### src/rtl/cp0_reg.sv
`default_nettype none
// ============================================================================
//  Module   : cp0_reg
//  Purpose  : MIPS32 coprocessor-0 register subset: BadVAddr, Count, Compare,
//             Status, Cause and EPC, with exception/ERET commit handling and
//             the interrupt request output.
//  Revision : 1.0 - initial release
//
//  Ports
//    clk, rst                     clock, synchronous active-high reset
//    cp0_we_i/waddr_i/wdata_i     MTC0 write (select 0, addressed by rd)
//    cp0_raddr_i/cp0_rdata_o      MFC0 read, combinational, no write bypass
//    exc_flag_i/exc_type_i        committed exception (1..8) or ERET (9)
//    exc_pc_i/exc_bd_i/exc_baddr_i  faulting PC, delay-slot flag, bad address
//    ext_int_i                    level-sensitive hardware interrupt lines
//    cp0_epc_o, cp0_errorepc_o, cp0_status_o, cp0_cause_o, cp0_intr_o
//
//  Configuration
//    CP0_TIMER_EN  when defined, Count/Compare and the timer interrupt (TI)
//                  are built; COUNT_DIV (1 or 2) sets cycles per Count tick.
// ============================================================================
module cp0_reg #(
  parameter int COUNT_DIV = 2
) (
  input  logic        clk,
  input  logic        rst,
  input  logic        cp0_we_i,
  input  logic [4:0]  cp0_waddr_i,
  input  logic [31:0] cp0_wdata_i,
  input  logic [4:0]  cp0_raddr_i,
  output logic [31:0] cp0_rdata_o,
  input  logic        exc_flag_i,
  input  logic [3:0]  exc_type_i,
  input  logic [31:0] exc_pc_i,
  input  logic        exc_bd_i,
  input  logic [31:0] exc_baddr_i,
  input  logic [5:0]  ext_int_i,
  output logic [31:0] cp0_epc_o,
  output logic [31:0] cp0_errorepc_o,
  output logic [31:0] cp0_status_o,
  output logic [31:0] cp0_cause_o,
  output logic        cp0_intr_o
);

  localparam logic [4:0] ADDR_BADVADDR = 5'd8;
  localparam logic [4:0] ADDR_COUNT    = 5'd9;
  localparam logic [4:0] ADDR_COMPARE  = 5'd11;
  localparam logic [4:0] ADDR_STATUS   = 5'd12;
  localparam logic [4:0] ADDR_CAUSE    = 5'd13;
  localparam logic [4:0] ADDR_EPC      = 5'd14;

  if (COUNT_DIV != 1 && COUNT_DIV != 2) begin : g_count_div_check
    $error("cp0_reg: COUNT_DIV must be 1 or 2");
  end

  logic [7:0]  im_q, im_d;
  logic        exl_q, exl_d;
  logic        ie_q, ie_d;
  logic        bd_q, bd_d;
  logic [5:0]  ip_hw_q, ip_hw_d;
  logic [1:0]  ip_sw_q, ip_sw_d;
  logic [4:0]  exccode_q, exccode_d;
  logic [31:0] epc_q, epc_d;
  logic [31:0] badvaddr_q, badvaddr_d;
  logic        ti;

  // Exception decode
  logic       exc_take, exc_eret, exc_badv;
  logic [4:0] exc_code;

  always_comb begin
    exc_take = 1'b0;
    exc_eret = 1'b0;
    exc_badv = 1'b0;
    exc_code = 5'd0;
    if (exc_flag_i) begin
      case (exc_type_i)
        4'd1: begin exc_take = 1'b1; exc_code = 5'd0;  end
        4'd2: begin exc_take = 1'b1; exc_code = 5'd4;  exc_badv = 1'b1; end
        4'd3: begin exc_take = 1'b1; exc_code = 5'd4;  exc_badv = 1'b1; end
        4'd4: begin exc_take = 1'b1; exc_code = 5'd5;  exc_badv = 1'b1; end
        4'd5: begin exc_take = 1'b1; exc_code = 5'd12; end
        4'd6: begin exc_take = 1'b1; exc_code = 5'd8;  end
        4'd7: begin exc_take = 1'b1; exc_code = 5'd9;  end
        4'd8: begin exc_take = 1'b1; exc_code = 5'd10; end
        4'd9: exc_eret = 1'b1;
        default: ;
      endcase
    end
  end

  logic we_status, we_cause, we_epc;
  assign we_status = cp0_we_i && (cp0_waddr_i == ADDR_STATUS);
  assign we_cause  = cp0_we_i && (cp0_waddr_i == ADDR_CAUSE);
  assign we_epc    = cp0_we_i && (cp0_waddr_i == ADDR_EPC);

  // MTC0 is applied first; exception fields then overwrite whatever they own.
  always_comb begin
    ie_d       = we_status ? cp0_wdata_i[0]    : ie_q;
    exl_d      = we_status ? cp0_wdata_i[1]    : exl_q;
    im_d       = we_status ? cp0_wdata_i[15:8] : im_q;
    ip_sw_d    = we_cause  ? cp0_wdata_i[9:8]  : ip_sw_q;
    epc_d      = we_epc    ? cp0_wdata_i       : epc_q;
    ip_hw_d    = ext_int_i;
    bd_d       = bd_q;
    exccode_d  = exccode_q;
    badvaddr_d = badvaddr_q;
    if (exc_take) begin
      exl_d     = 1'b1;
      exccode_d = exc_code;
      // A nested exception keeps the EPC/BD of the outer one.
      if (!exl_q) begin
        epc_d = exc_bd_i ? (exc_pc_i - 32'd4) : exc_pc_i;
        bd_d  = exc_bd_i;
      end
      if (exc_badv) badvaddr_d = exc_baddr_i;
    end else if (exc_eret) begin
      exl_d = 1'b0;
    end
  end

  always_ff @(posedge clk) begin
    if (rst) begin
      im_q       <= 8'd0;
      exl_q      <= 1'b0;
      ie_q       <= 1'b0;
      bd_q       <= 1'b0;
      ip_hw_q    <= 6'd0;
      ip_sw_q    <= 2'd0;
      exccode_q  <= 5'd0;
      epc_q      <= 32'd0;
      badvaddr_q <= 32'd0;
    end else begin
      im_q       <= im_d;
      exl_q      <= exl_d;
      ie_q       <= ie_d;
      bd_q       <= bd_d;
      ip_hw_q    <= ip_hw_d;
      ip_sw_q    <= ip_sw_d;
      exccode_q  <= exccode_d;
      epc_q      <= epc_d;
      badvaddr_q <= badvaddr_d;
    end
  end

`ifdef CP0_TIMER_EN
  logic [31:0] count_q, count_d;
  logic [31:0] compare_q, compare_d;
  logic        ti_q, ti_d;
  logic        div_q, div_d;
  logic        tick;
  logic        we_count, we_compare;

  assign we_count   = cp0_we_i && (cp0_waddr_i == ADDR_COUNT);
  assign we_compare = cp0_we_i && (cp0_waddr_i == ADDR_COMPARE);

  always_comb begin
    tick      = (COUNT_DIV == 1) ? 1'b1 : div_q;
    div_d     = (COUNT_DIV == 1) ? 1'b0 : ~div_q;
    count_d   = tick ? (count_q + 32'd1) : count_q;
    if (we_count) count_d = cp0_wdata_i;
    compare_d = we_compare ? cp0_wdata_i : compare_q;
    ti_d      = ti_q;
    // Clearing by a Compare write has priority over a same-edge match.
    if (we_compare)
      ti_d = 1'b0;
    else if ((tick || we_count) && (count_d == compare_d))
      ti_d = 1'b1;
  end

  always_ff @(posedge clk) begin
    if (rst) begin
      count_q   <= 32'd0;
      compare_q <= 32'd0;
      ti_q      <= 1'b0;
      div_q     <= 1'b0;
    end else begin
      count_q   <= count_d;
      compare_q <= compare_d;
      ti_q      <= ti_d;
      div_q     <= div_d;
    end
  end

  assign ti = ti_q;
`else
  assign ti = 1'b0;
`endif

  logic [7:0] ip;
  assign ip = {ip_hw_q[5] | ti, ip_hw_q[4:0], ip_sw_q};

  assign cp0_status_o   = {9'd0, 1'b1, 6'd0, im_q, 6'd0, exl_q, ie_q};
  assign cp0_cause_o    = {bd_q, ti, 14'd0, ip, 1'b0, exccode_q, 2'd0};
  assign cp0_epc_o      = epc_q;
  assign cp0_errorepc_o = 32'd0;
  assign cp0_intr_o     = ie_q & ~exl_q & (|(ip & im_q));

  always_comb begin
    cp0_rdata_o = 32'd0;
    case (cp0_raddr_i)
      ADDR_BADVADDR: cp0_rdata_o = badvaddr_q;
`ifdef CP0_TIMER_EN
      ADDR_COUNT:    cp0_rdata_o = count_q;
      ADDR_COMPARE:  cp0_rdata_o = compare_q;
`endif
      ADDR_STATUS:   cp0_rdata_o = cp0_status_o;
      ADDR_CAUSE:    cp0_rdata_o = cp0_cause_o;
      ADDR_EPC:      cp0_rdata_o = epc_q;
      default:       cp0_rdata_o = 32'd0;
    endcase
  end

endmodule
`default_nettype wire

### config.mk
export PLATFORM = sky130hd
export DESIGN_NAME = cp0_reg
export DESIGN_NICKNAME = d
export VERILOG_FILES = /design/src/rtl/cp0_reg.sv
export SDC_FILE = /design/constraint.sdc
export NUM_CORES = 1
export LEC_CHECK = 0
export CAP_MARGIN = 40
export CORE_MARGIN = 3
export CORE_UTILIZATION = 41
export CTS_BUF_LIST = sky130_fd_sc_hd__clkbuf_4
export CTS_CLUSTER_SIZE = 14
export DETAILED_ROUTE_END_ITERATION = 10
export PLACE_DENSITY_LB_ADDON = 0.25
export SETUP_SLACK_MARGIN = 0.2
export SLEW_MARGIN = 10
export SYNTH_ARGS = -nofsm -noshare
export SYNTH_HDL_FRONTEND = slang
export SYNTH_SLANG_ARGS = --single-unit
### constraint.sdc
create_clock -name clk -period 4.3 [get_ports clk]
set_input_delay 1.075 -clock clk [delete_from_list [all_inputs] [get_ports clk]]
set_output_delay 1.075 -clock clk [all_outputs]
set_load 0.1 [all_outputs]
==> impl_metrics.py <==
metrics = {
    "outcome": {
        "status": "completed",
    },
    "yosys": {
        "synthFlopType": "dfxtp_1",
        "synth_top_area_share_pct": 32.89,
        "syn_area_um2": 5295,
        "synth_seq_cells": 87,
        "ys_seq_area_share_pct": 32.89,
        "synthTopCellsByArea": "dfxtp_1 (33%), buf_4 (11%), mux2i_1 (8.5%), nor2_1 (4.0%), a311oi_1 (3.5%)",
        "yosysUniqueCellTypes": 54,
        "synth-edff-count": 0,
        "syn_avg_cell_area_um2": 8.365,
        "yosys.area.top_type": "dfxtp_1",
        "async_flop_share_pct": 0,
        "ys_warn_count": 0,
        "synthCells": 633,
    },
    "die": {
        "die_area_um2": 14310,
        "core_area_um2": 12310,
        "floorplan.initialDensity_pct": 43.01,
        "die_x_um": 119.6,
        "dieHeight_um": 119.6,
        "ios": 282,
        "rows": 40,
    },
    "route": {
        "drcViolationCount": 0,
        "wl_met1_mm": 7.744,
        "drt.antenna.violating_nets": 0,
        "drt-wirelength-per-cell_um": 19.17,
        "routed-wl-met3_mm": 1.566,
        "routed.top_layer": "met4",
        "drt-initial-drc-count": 441,
        "viasPerCell": 5.455,
        "wl_met2_mm": 10.13,
        "firstDrtPassIters": 5,
        "drt-total-wl_mm": 20.01,
        "vias": 5695,
    },
    "timing": {
        "setup-violations-final": 0,
        "slew-limit-headroom_pct": 40.53,
        "fin_tns_setup_ns": 0,
        "clock_skew_ns": 0.01744,
        "fin_crit_sh_pct": 93.70,
        "drv_slew": 0,
        "max_freq_mhz": 248.2,
        "tightest_slew_ns": 0.8920,
        "rsz0062_at_grt": "no",
        "fin_crit_ns": 4.029,
        "hold_viol": 0,
    },
    "cts": {
        "htree_levels": 3,
        "cts.sinks": 87,
        "cts_tree": "done",
        "clock_latency_ns": 0.44,
        "clockBufferDepth": 2,
        "cts_buffers": 9,
        "clkTransAtPathRegs_ns": 0.13,
        "root_buffer": "clkbuf_4",
        "postCtsSetupRepairBufs": 0,
    },
    "power": {
        "pwr-share-seq_pct": 37.8,
        "clkPwrFrac_pct": 18.4,
        "leakage_nw": 3.638,
        "power_density_nw_per_um2": 267.6,
        "p_sw_share_pct": 44.56,
        "max-vdd-ir-drop_mv": 0.2325,
        "combinationalPowerShare_pct": 43.8,
        "power_switching_mw": 1.043,
        "p_int_mw": 1.297,
    },
    "placement": {
        "gp_congestion": 0.8583,
        "dp_hpwl_mm": 15.27,
        "port_buffers": 208,
        "dp_cells": 1027,
    },
    "global_routing": {
        "grtUsageTotal_pct": 27.23,
        "grt_pass1_vias": 5630,
        "grt_pass1_wl_mm": 31.24,
        "antenna_found_initial": 0,
        "grt_max_degree": 63,
        "grt_overflow": 0,
    },
    "setup_path": {
        "endpoint_kind": "primary output",
        "crit_type": "primary input to primary output",
        "critical_path.cell_chain": "clkdlybuf4s50_1 -> or4b_4 -> nor2_4 -> buf_12 -> a22oi_1 -> nand2_4 -> buf_12",
        "crit_fanout": 13,
        "cpMostUsedCell": "buf_12",
        "cp.required_ns": 3.22,
        "cp_slowest_cell": "or4b_4",
        "critPathLaunchType": "primary input",
        "cp_slowest_stage_delay_ns": 0.59,
        "worstPathArrival_ns": 2.95,
    },
    "finish": {
        "fin_nets": 993,
        "layout_commonest_cell": "clkdlybuf4s50_1",
        "final_cell_mix": "clkdlybuf4s50_1 (174), dfxtp_1 (87), conb_1 (73), nor2_1 (55)",
        "antenna_cells": 0,
        "drive_gt1_share_pct": 18.04,
        "multi_input_comb_area_um2": 3108,
        "seqCellArea_um2": 1742,
        "area_growth_pct": 65.19,
        "fin_cells": 1044,
        "fill_cells": 963,
    },
    "run": {
        "cap_violations": 0,
    },
    "hold_path": {
        "hp-class": "flop to flop",
    },
}
==> per-layer routing <==
layer | global-route usage (%) | vias up
met5 | 0 | -
met4 | 9.878 | 0
met3 | 6.786 | 41
met2 | 47.78 | 278
met1 | 32.15 | 2709
li1 | - | 2667
==> sequential cells by signal (all words and copies together) (netlist names) <==
| register | cells |
|---|---|
| badvaddr_q | 32 |
| bd_q | 1 |
| cp0_epc_o | 32 |
| exccode_q | 4 |
| exl_q | 1 |
| ie_q | 1 |
| im_q | 8 |
| ip_hw_q | 6 |
| ip_sw_q | 2 |
==> logic make-up (layout without fill, tap and decap cells) <==
family,after synthesis,count (layout),synth area share (%)
and+or+nand+nor,207,207,20.37
AOI/OAI and AO/OA,141,141,20.20
buffers and inverters,137,309,15.50
DFF,87,87,32.89
muxes,45,45,8.507
xor gates and xnor gates,13,13,2.150
other,2,73,0.1418
adders and majority gates,1,1,0.2363
==> metrics by stage <==
step / setup slack [ns] / cell area, um2 / util (%) / hold WS (ns) / power [mW]
after global placement: 0.2401 / 7640 / 62.05 / 0.4706 / 1.786
after CTS: 0.2523 / 8747 / 71.05 / 0.4944 / 2.355
final: 0.2710 / 8747 / 71.05 / 0.4925 / 2.341
after global routing: 0.2008 / 8747 / 71.05 / 0.5385 / 2.431
after detailed placement: 0.1950 / 8591 / 69.78 / 0.4789 / 1.919
after floorplan: -0.1019 / 5637 / - / 0.4493 / 1.602
==> power groups by stage <==
stage / clock network (mW) / logic, mW / registers [mW]
global placement: 0 / 0.885 / 0.901
finish: 0.431 / 1.02 / 0.885
floorplan: 0 / 0.497 / 1.10
global route: 0.480 / 1.06 / 0.890
detailed placement: 0 / 1.02 / 0.902
CTS: 0.448 / 1.02 / 0.885
==> synthesized netlist by cell type (10+ instances only) <==
| master | n |
|---|---|
| o21ai_0 | 14 |
| inv_1 | 13 |
| o31ai_1 | 12 |
| nand2_1 | 45 |
| mux2i_1 | 45 |
| dfxtp_1 | 87 |
| a211oi_1 | 21 |
| nor2_1 | 56 |
| a22o_1 | 17 |
| a22oi_1 | 15 |
| nor3_1 | 10 |
| or4_1 | 17 |
| a21oi_1 | 13 |
| nor2b_1 | 11 |
| a311oi_1 | 21 |
| buf_4 | 77 |
| clkbuf_1 | 41 |
| and3_1 | 20 |
==> worst max-delay path, delay by kind of cell <==
kind,cells,cell delay (ns)
AOI/OAI and AO/OA,1,0.12
buffers and inverters,3,0.84
and+or+nand+nor,3,0.92
==> repair_timing <==
action,4_1_cts,5_1_grt
endpoints found under the setup margin,4,6
endpoints found under the hold margin,0,0
hold buffers,0,0
pin swaps,1,1
gates cloned,1,0
gates resized for setup,3,0
==> final cells by class <==
| cell class | count | area share, % |
|---|---|---|
| well taps | 168 | 2.403 |
| flip-flops and latches | 87 | 19.91 |
| inverters | 13 | 0.5579 |
| repair buffers | 280 | 40.22 |
| clock inverters | 6 | 0.5149 |
| clock buffers | 10 | 0.8582 |
| multi-input cells | 480 | 35.53 |
==> path summary, 6_finish.rpt <==
check	startpoint	slack, ns	depth (start not counted)	to
min reg2reg	bd_q	0.49	2	bd_q
max	cp0_raddr_i[0]	0.27	7	cp0_rdata_o[13]
max reg2reg	exl_q	2.36	4	cp0_epc_o[22]
min	bd_q	0.49	2	bd_q
Note: power is estimated with default switching activity, not from simulation.
